**config.mk**
```make
export PLATFORM = sky130hd
export DESIGN_NAME = set_cover_counter_n
export DESIGN_NICKNAME = d
export VERILOG_FILES = /design/src/rtl/set_cover_counter_n.sv
export SDC_FILE = /design/constraint.sdc
export NUM_CORES = 1
export LEC_CHECK = 0
export BUFFER_PORTS_ARGS = -buffer_cell sky130_fd_sc_hd__clkbuf_2
export CAP_MARGIN = 40
export CORE_ASPECT_RATIO = 0.5
export CORE_UTILIZATION = 35
export CTS_BUF_LIST = sky130_fd_sc_hd__clkbuf_2 sky130_fd_sc_hd__clkbuf_4 sky130_fd_sc_hd__clkbuf_8
export DETAILED_ROUTE_END_ITERATION = 10
export GPL_ROUTABILITY_DRIVEN = 0
export SLEW_MARGIN = 40
export SYNTH_ARGS = -nofsm -noshare
export SYNTH_HDL_FRONTEND = slang
export SYNTH_SLANG_ARGS = --single-unit
```
**constraint.sdc**
```tcl
create_clock -name clk -period 7.65 [get_ports clk]
set_input_delay 1.53 -clock clk [delete_from_list [all_inputs] [get_ports clk]]
set_output_delay 1.53 -clock clk [all_outputs]
set_load 0.005 [all_outputs]
```
**src/rtl/set_cover_counter_n.sv**
```systemverilog
// set_cover_counter_n
// Scans a GRID x GRID lattice (points 1..GRID on each axis), one point per cycle,
// tests each point against NUM_SET circles and counts the points that satisfy
// the selected set-combination rule (union, intersection, odd parity, exactly-k).
// Pipeline: S0 point registers -> S1 registered hit vector -> S2 rule + accumulate.
// Optional macro SET_HIT_STREAM_EN adds a per-point hit stream (hit_vld/hit/hit_x/hit_y).
//
// state  | meaning
// IDLE   | waiting for en; result held on candidate
// SCAN   | issuing GRID*GRID points in x-fastest raster order
// DRAIN  | two cycles letting S1/S2 finish the last points
// DONE   | one cycle; next edge raises valid and drops busy
module set_cover_counter_n #(
  parameter int NUM_SET = 3,
  parameter int COORD_W = 4,
  parameter int GRID    = 8,
  parameter int CNT_W   = $clog2(GRID*GRID+1),
  parameter int K_W     = $clog2(NUM_SET+1)
) (
  input  logic                         clk,
  input  logic                         rst,
  input  logic                         en,
  input  logic [NUM_SET*2*COORD_W-1:0] central,
  input  logic [NUM_SET*COORD_W-1:0]   radius,
  input  logic [NUM_SET-1:0]           set_mask,
  input  logic [1:0]                   mode,
  input  logic [K_W-1:0]               k,
`ifdef SET_HIT_STREAM_EN
  output logic                         hit_vld,
  output logic                         hit,
  output logic [COORD_W-1:0]           hit_x,
  output logic [COORD_W-1:0]           hit_y,
`endif
  output logic                         busy,
  output logic                         valid,
  output logic [CNT_W-1:0]             candidate
);

  localparam logic [1:0] ST_IDLE  = 2'd0;
  localparam logic [1:0] ST_SCAN  = 2'd1;
  localparam logic [1:0] ST_DRAIN = 2'd2;
  localparam logic [1:0] ST_DONE  = 2'd3;

  localparam int D2_W = 2*COORD_W+3;
  localparam logic [CNT_W-1:0]   SCAN_LAST = CNT_W'(GRID*GRID-1);
  localparam logic [COORD_W-1:0] GRID_C    = COORD_W'(GRID);
  localparam logic [COORD_W-1:0] ONE_C     = COORD_W'(1);

  logic [1:0]                   state;
  logic [CNT_W-1:0]             scan_cnt;
  logic                         drain_cnt;
  logic [NUM_SET*2*COORD_W-1:0] job_central;
  logic [NUM_SET*2*COORD_W-1:0] job_r2;
  logic [NUM_SET*2*COORD_W-1:0] r2_in;
  logic [NUM_SET-1:0]           job_mask;
  logic [1:0]                   job_mode;
  logic [K_W-1:0]               job_k;
  logic                         s0_vld;
  logic [COORD_W-1:0]           s0_x;
  logic [COORD_W-1:0]           s0_y;
  logic                         s1_vld;
  logic [NUM_SET-1:0]           s1_hit;
  logic [NUM_SET-1:0]           hit_comb;
  logic [K_W-1:0]               pop;
  logic                         rule;
  logic                         capture;

  assign capture = (state == ST_IDLE) && en && !busy;

  // Square each incoming radius so S1 compares squared distances without a sqrt.
  always_comb begin
    r2_in = '0;
    for (int i = 0; i < NUM_SET; i++) begin
      r2_in[(NUM_SET-i)*2*COORD_W-1 -: 2*COORD_W] =
        {{COORD_W{1'b0}}, radius[(NUM_SET-i)*COORD_W-1 -: COORD_W]} *
        {{COORD_W{1'b0}}, radius[(NUM_SET-i)*COORD_W-1 -: COORD_W]};
    end
  end

  // Sequencer: job capture, raster point generation (S0) and the done handshake.
  always_ff @(posedge clk) begin
    if (rst) begin
      state       <= ST_IDLE;
      scan_cnt    <= '0;
      drain_cnt   <= 1'b0;
      busy        <= 1'b0;
      valid       <= 1'b0;
      job_central <= '0;
      job_r2      <= '0;
      job_mask    <= '0;
      job_mode    <= '0;
      job_k       <= '0;
      s0_vld      <= 1'b0;
      s0_x        <= '0;
      s0_y        <= '0;
    end else begin
      valid <= 1'b0;
      case (state)
        ST_IDLE: begin
          if (capture) begin
            job_central <= central;
            job_r2      <= r2_in;
            job_mask    <= set_mask;
            job_mode    <= mode;
            job_k       <= k;
            busy        <= 1'b1;
            scan_cnt    <= SCAN_LAST;
            s0_x        <= ONE_C;
            s0_y        <= ONE_C;
            s0_vld      <= 1'b1;
            state       <= ST_SCAN;
          end
        end
        ST_SCAN: begin
          if (scan_cnt == '0) begin
            s0_vld    <= 1'b0;
            drain_cnt <= 1'b1;
            state     <= ST_DRAIN;
          end else begin
            scan_cnt <= scan_cnt - CNT_W'(1);
            if (s0_x == GRID_C) begin
              s0_x <= ONE_C;
              s0_y <= s0_y + ONE_C;
            end else begin
              s0_x <= s0_x + ONE_C;
            end
          end
        end
        ST_DRAIN: begin
          if (drain_cnt == 1'b0) state <= ST_DONE;
          else                   drain_cnt <= 1'b0;
        end
        default: begin
          busy  <= 1'b0;
          valid <= 1'b1;
          state <= ST_IDLE;
        end
      endcase
    end
  end

  // Per-set squared-distance test of the S0 point; full-width d2 so nothing wraps.
  always_comb begin
    logic [COORD_W-1:0]        cx, cy;
    logic signed [COORD_W+1:0] dx, dy;
    logic [COORD_W+1:0]        adx, ady;
    logic [D2_W-1:0]           wx, wy, d2, r2w;
    hit_comb = '0;
    for (int i = 0; i < NUM_SET; i++) begin
      cx  = job_central[(NUM_SET-i)*2*COORD_W-1 -: COORD_W];
      cy  = job_central[(NUM_SET-i)*2*COORD_W-COORD_W-1 -: COORD_W];
      dx  = signed'({2'b00, s0_x}) - signed'({2'b00, cx});
      dy  = signed'({2'b00, s0_y}) - signed'({2'b00, cy});
      adx = dx[COORD_W+1] ? unsigned'(-dx) : unsigned'(dx);
      ady = dy[COORD_W+1] ? unsigned'(-dy) : unsigned'(dy);
      wx  = {{(COORD_W+1){1'b0}}, adx};
      wy  = {{(COORD_W+1){1'b0}}, ady};
      d2  = wx*wx + wy*wy;
      r2w = {3'b000, job_r2[(NUM_SET-i)*2*COORD_W-1 -: 2*COORD_W]};
      hit_comb[i] = (d2 <= r2w) & job_mask[i];
    end
  end

  // S1: register the masked hit vector.
  always_ff @(posedge clk) begin
    if (rst) begin
      s1_vld <= 1'b0;
      s1_hit <= '0;
    end else begin
      s1_vld <= s0_vld;
      s1_hit <= hit_comb;
    end
  end

  // Set-combination rule on the registered hit vector.
  always_comb begin
    pop = '0;
    for (int i = 0; i < NUM_SET; i++) pop = pop + K_W'(s1_hit[i]);
    case (job_mode)
      2'd0:    rule = |s1_hit;
      2'd1:    rule = (&(s1_hit | ~job_mask)) & (|job_mask);
      2'd2:    rule = ^s1_hit;
      default: rule = (pop == job_k);
    endcase
  end

  // S2: accumulate; cleared on capture, otherwise held as the job result.
  always_ff @(posedge clk) begin
    if (rst)                  candidate <= '0;
    else if (capture)         candidate <= '0;
    else if (s1_vld && rule)  candidate <= candidate + CNT_W'(1);
  end

`ifdef SET_HIT_STREAM_EN
  logic [COORD_W-1:0] s1_x;
  logic [COORD_W-1:0] s1_y;

  // Per-point hit stream, aligned with the S2 accumulate.
  always_ff @(posedge clk) begin
    if (rst) begin
      s1_x    <= '0;
      s1_y    <= '0;
      hit_vld <= 1'b0;
      hit     <= 1'b0;
      hit_x   <= '0;
      hit_y   <= '0;
    end else begin
      s1_x    <= s0_x;
      s1_y    <= s0_y;
      hit_vld <= s1_vld;
      hit     <= s1_vld & rule;
      hit_x   <= s1_x;
      hit_y   <= s1_y;
    end
  end
`endif

endmodule

```
==> metrics.md, run 1 <==
| Metric | Value |
|---|---|
| Synth unique cells | 58 |
| Post-route cell area | 11170 um^2 |
| First-pass GRT wire length | roughly 37000 um |
| Clock buffer depth | 2 |
| Worst Hold Class | flop to flop |
| Top cell type's share of synthesized area | 0.2145 |
| CP Data Required Time | 7.91 ns |
| Setup ws final | 0.3871 ns |
| Sequential fraction of the synthesis area | 0.1668 |
| # H-tree levels | 3 |
| Resized Gates After CTS | 2 |
| Wire per inst | between 10 and 15 um |
| CP peak stage delay | 0.62 ns |
| Total GRT Usage | 0.1520 |
| Fin cells | 1673 |
| DRC Markers | 0 |
| Area delta synth->final | 10.79% |
| Syn_area_per_cell | roughly 8.4 um^2 |
| Initial antenna violation count | 0 |
| Fmax | between 100 and 150 MHz |
| Finished Core Util | 0.3992 |
| Dpl ws | around 0.034 ns |
| Final worst-path cycle share | 0.9494 |
| Layout Nets | 1577 |
| Hold_buf cts | 0 |
| R2R setup slack | between 0.3 and 0.4 ns |
| CTS Sinks | 84 |
| Least-Margin Pin Slew | 0.7172 ns |
| Setup violations, final | 0 |
| Worst path slowest cell | fa_1 |
| R2R depth | 25 |
| Clk Latency, worst-skew pair | between 0.3 and 0.4 ns |
| Hold Path Depth | 2 |
| Die W | 242.0 um |
| FF+latch count, synth | 84 |
| WL final | 21100 um |
| Post-route ant nets | 0 |
| Final hold vios | 0 |
| Post-synth EDFFs | 0 |
| Post-CTS setup buffer count | 0 |
| Worst path arrival time | 7.52 ns |
| Async set-reset flop share out of synthesis | 0 |
| N_diodes | 0 |
| Placed cell areas | roughly 11000 um^2 |
| Crit path max fanout | 5 |
| Top area cells in the synthesized netlist | fa_1 (21%), ha_1 (17%), dfxtp_1 (17%) |
| Gate count of the mapped netlist | 1198 |
| Synthesis warning total | 0 |
| Vias post-DR | 7783 |
| Post-Place Cells | ~1700 |
| Chip Height | 122.0 um |
| Most common cell type on the critical path | fa_1 |
| Pin count of the biggest net entering global routing | 80 |
| Worst slew margin | 0.5219 |
| Critical Path Sink | s1_hit[2] |
| Fin Clk Skew | 0.01079 ns |
| Die area | 29530 um^2 |
| CTS tree | done |
| Crit path kind | flop to flop |
| Mapped cell area | 10080 um^2 |
| # IOs | 55 |
| Area leader, netlist | fa_1 |
| Gr ovfl total | 0 |
| Reg2reg end | s1_hit[2] |
| Synth Flop Type | dfxtp_1 |
| Clock slew at reported path FFs | 0.10 ns |
| Root Buffer | clkbuf_8 |
| Vias per inst | 4.652 |
| Share of cells above drive strength 1 | 0.07359 |
| DR pass1 iterations | 6 |
| Initial Util | 0.3603 |
| Status | finished, final reports clean |
| Core area | roughly 28000 um^2 |
| Worst setup EP type | flop |
| Num CTS Buffers | 9 |
| Initial DRC count | 300 |
| FF-to-FF Start | s0_y[0] |
| Total of max-cap violations | 0 |
| Vias in the first global route | 7933 |
| Row cnt | 43 |
| Final Critical Period | roughly 7.3 ns |
| Type of origin of the critical path | flop |
| Max Transition Viols Final | 0 |
| CP startpoint | s0_y[0] |
| DP HPWL | 17440 um |
| Port Buffers | 54 |
==> per-stage QoR <==
step	hold slack, ns	setup TNS (ns)
finish	0.4558	0
global route	0.4773	-0.005847
CTS	0.4579	0
detailed placement	0.4479	0
global placement	0.4412	0
floorplan	0.4319	0
==> routing by layer <==
| layer | vias up | wire length [um] | track usage |
|---|---|---|---|
| met5 | - | 0 | 0 |
| met4 | 0 | 201 | 0.03165 |
| met3 | 14 | 364 | 0.02203 |
| met2 | 49 | 10170 | 0.2662 |
| met1 | 3744 | 10370 | 0.2000 |
| li1 | 3976 | - | - |
==> cells in the mapped netlist (6+ instances only) <==
library cell / number
and2_1: 18
nand2_1: 124
xor2_1: 21
mux2i_1: 7
a21oi_1: 95
nor3b_1: 7
a211oi_1: 6
fa_1: 108
a21o_1: 18
dfxtp_1: 84
o31ai_1: 7
xnor2_1: 32
nor3_1: 12
nor2_1: 89
inv_1: 227
ha_1: 137
o21ai_0: 24
nand3_1: 16
a21boi_0: 8
and3_1: 10
nand2b_1: 20
nor2b_1: 23
clkbuf_1: 20
a31oi_1: 6
nand3b_1: 7
==> worst min-delay path by stage <==
stage	start	to
after detailed placement	job_r2[7]	job_r2[7]
after global routing	job_r2[15]	job_r2[15]
final	job_r2[7]	job_r2[7]
after CTS	job_r2[7]	job_r2[7]
after floorplan	job_r2[13]	job_r2[13]
after global placement	job_r2[18]	job_r2[18]
==> cell usage in the layout (no fill, tap or decap), types with 5 or more instances in the layout <==
master,netlist,layout
a211oi_1,6,6
a21boi_0,8,6
a21o_1,18,18
a21oi_1,95,94
a31oi_1,6,6
and2_1,18,18
and3_1,10,10
clkbuf_2,0,54
clkbuf_8,0,9
conb_1,2,45
dfxtp_1,84,84
fa_1,108,108
ha_1,137,137
inv_1,227,227
mux2i_1,7,7
nand2_1,124,124
nand2b_1,20,20
nand3_1,16,16
nand3b_1,7,7
nor2_1,89,89
nor2b_1,23,23
nor3_1,12,12
nor3b_1,7,7
nor4_1,5,5
o21ai_0,24,23
o21bai_1,5,5
o31ai_1,7,6
or2_2,5,5
or3_1,5,5
xnor2_1,32,32
xor2_1,21,19
==> worst max-delay path: cells and delay by family (launching register included) <==
kind                       cells  cell delay [ns]
DFF                            1             0.42
AOI/OAI and AO/OA              5             1.12
buffers and inverters          4             0.30
and+or+nand+nor                4             0.64
adders and majority gates     10             4.22
xor gates and xnor gates       2             0.46
==> cells by family (layout without fill, tap and decap cells) <==
kind of cell             count (synthesis)  count (layout)  share of synthesized area
AO/OA/AOI/OAI                          198             198                     0.1219
XOR/XNOR                                59              59                    0.05958
adder cells (fa/ha/maj)                245             245                     0.3845
buffers and inverters                  251             301                    0.09433
flip-flops                              84              84                     0.1668
multiplexers                             7               7                   0.006951
other                                    2              45                  0.0007450
AND/OR/NAND/NOR                        352             352                     0.1652
==> registers in the layout, indices dropped and copies added (netlist names), 2 cells and up <==
name         count
job_k            2
job_mode         2
s1_hit           3
job_central     24
s0_y             4
job_r2          21
state            2
candidate        7
scan_cnt         7
job_mask         3
s0_x             4
==> layout make-up <==
cell class	count	area (um^2)
fillers	2839	16810
multi-input cells	906	7649
flip-flops and latches	84	1682
inverters	227	852.1
well taps	382	478.0
repair buffers	58	304.0
clock buffers	9	123.9
clock inverters	7	80.08
Power of run 1 is left out: the tool's default activity adds up to more than one toggle a clock period on the data nets, which glitch-free logic cannot reach.
==> inputs of run 2 (changes only) <==
CORE_UTILIZATION = 65   (was 35)
PLACE_DENSITY = 0.84   (was unset)
==> metrics.md, run 2 (synthesis gave the netlist of run 1 again) <==
| Metric | Value |
|---|---|
| Worst setup EP type | flop |
| Status | finished, final reports clean |
| Layout Nets | 1579 |
| Clk Latency, worst-skew pair | 0.38 ns |
| Post-Place Cells | between 1000 and 1500 |
| Type of origin of the critical path | flop |
| Largest regs | job_central (24), job_r2 (21) |
| Port Buffers | 54 |
| First-pass GRT wire length | roughly 37000 um |
| Worst Hold Class | flop to flop |
| Gr ovfl total | 0 |
| Final worst-path cycle share | 0.9564 |
| Initial antenna violation count | 0 |
| DR pass1 iterations | 5 |
| WL final | 20810 um |
| Chip Height | 90.06 um |
| Fmax | between 100 and 150 MHz |
| R2R depth | 26 |
| Final Critical Period | between 7 and 8 ns |
| Largest register FFs | 24 |
| Area delta synth->final | 8.601% |
| Crit path max fanout | 6 |
| Fin cells | 1491 |
| Hold_buf cts | 0 |
| Commonest cells after routing, fill and taps aside | inv_1 (227), ha_1 (137), nand2_1 (124), fa_1 (108), a21oi_1 (95) |
| Num CTS Buffers | 9 |
| Hold Path Depth | 2 |
| Clock slew at reported path FFs | around 0.1 ns |
| Setup violations, final | 0 |
| Vias post-DR | 8026 |
| Wire per inst | about 14 um |
| CTS tree | done |
| N_diodes | 0 |
| Pin count of the biggest net entering global routing | 80 |
| Commonest non-fill, non-tap cell in the layout | inv_1 |
| Total of max-cap violations | 0 |
| Share of cells above drive strength 1 | 0.07115 |
| Clock buffer depth | 2 |
| Root Buffer | clkbuf_8 |
| Row cnt | 31 |
| Fin Clk Skew | 0.008862 ns |
| Post-CTS setup buffer count | 0 |
| Final hold vios | 0 |
| DP HPWL | 16660 um |
| CP Data Required Time | 7.92 ns |
| Die area | 16040 um^2 |
| Crit path kind | flop to flop |
| Least-Margin Pin Slew | 0.7927 ns |
| Max Transition Viols Final | 0 |
| Initial Util | 0.6804 |
| Total GRT Usage | 0.2850 |
| Finished Core Util | 0.7389 |
| Post-route cell area | roughly 11000 um^2 |
| # IOs | 55 |
| CTS Sinks | 84 |
| Die W | 178.1 um |
| Vias per inst | 5.383 |
| Largest reg by FF count | job_central |
| Worst slew margin | 0.4715 |
| Initial DRC count | approximately 500 |
| Core area | approximately 15000 um^2 |
| DRC Markers | 0 |
| Unrepaired setup endpoints after global routing | true |
| Post-route ant nets | 0 |
| # H-tree levels | 3 |
| Vias in the first global route | 8323 |
| Worst path arrival time | 7.58 ns |
| Placed cell areas | 10710 um^2 |
[run 2: cell count changes in the layout (fill, tap and decap cells not counted), sizes merged]
cell      before  now
buf            4    6
clkbuf        63   64
clkinvlp       2    1
bufinv         1    2
inv          231  230
[run 2: worst paths after layout]
check                           startpoint         end  slack, ns
worst max-delay path               s0_y[0]   s1_hit[2]       0.33
worst min-delay path            job_r2[18]  job_r2[18]       0.46
worst max register to register     s0_y[0]   s1_hit[2]       0.33
worst min register to register  job_r2[18]  job_r2[18]       0.46
[run 2: per-layer routing]
| metal | track usage | vias up | wire length [um] |
|---|---|---|---|
| li1 | - | 3982 | - |
| met4 | 0.07123 | 0 | 332 |
| met3 | 0.04188 | 35 | 864 |
| met1 | 0.3809 | 3837 | 9679 |
| met5 | 0 | - | 0 |
| met2 | 0.4838 | 172 | 9931 |
[run 2: worst max-delay path, cell delays in order, from the launching register on]
cell and delay [ns]:
dfxtp_1 0.41, inv_1 0.12, ha_1 0.22, fa_1 0.60, ha_1 0.20, nand2_1 0.05, nor3_1 0.13, o21ai_0 0.26
or2_2 0.39, fa_1 0.51, fa_1 0.56, inv_1 0.06, fa_1 0.53, inv_1 0.06, fa_1 0.50, fa_1 0.60
inv_1 0.06, ha_1 0.28, a21o_1 0.17, a21oi_1 0.26, xnor2_1 0.16, ha_1 0.26, nand3_1 0.09, nor2_1 0.05
a221oi_1 0.26, a21oi_1 0.07, a2111oi_0 0.36
[run 2: what timing repair did]
item	4_1_cts	5_1_grt
resized for setup	0	3
endpoints found under the setup margin	0	3
hold endpoints to repair	0	0
[run 2: layout make-up]
class	instances	area, um^2
Inverter	227	852.1
Clock inverter	6	93.84
Sequential cell	84	1682
Multi-Input combinational cell	906	7620
Timing Repair Buffer	60	315.3
Fill cell	1124	3869
Clock buffer	10	137.6
Tap cell	198	247.7
[run 2: metrics by stage]
step / setup WS [ns] / hold WS, ns / setup TNS (ns)
final: 0.3334 / 0.4564 / 0
after floorplan: 0.8270 / 0.4319 / 0
after global routing: -0.1607 / 0.4683 / -0.1607
after CTS: 0.2222 / 0.4564 / 0
after global placement: 0.4887 / 0.4391 / 0
after detailed placement: 0.2743 / 0.4449 / 0
Power of run 2 is left out for the same reason.
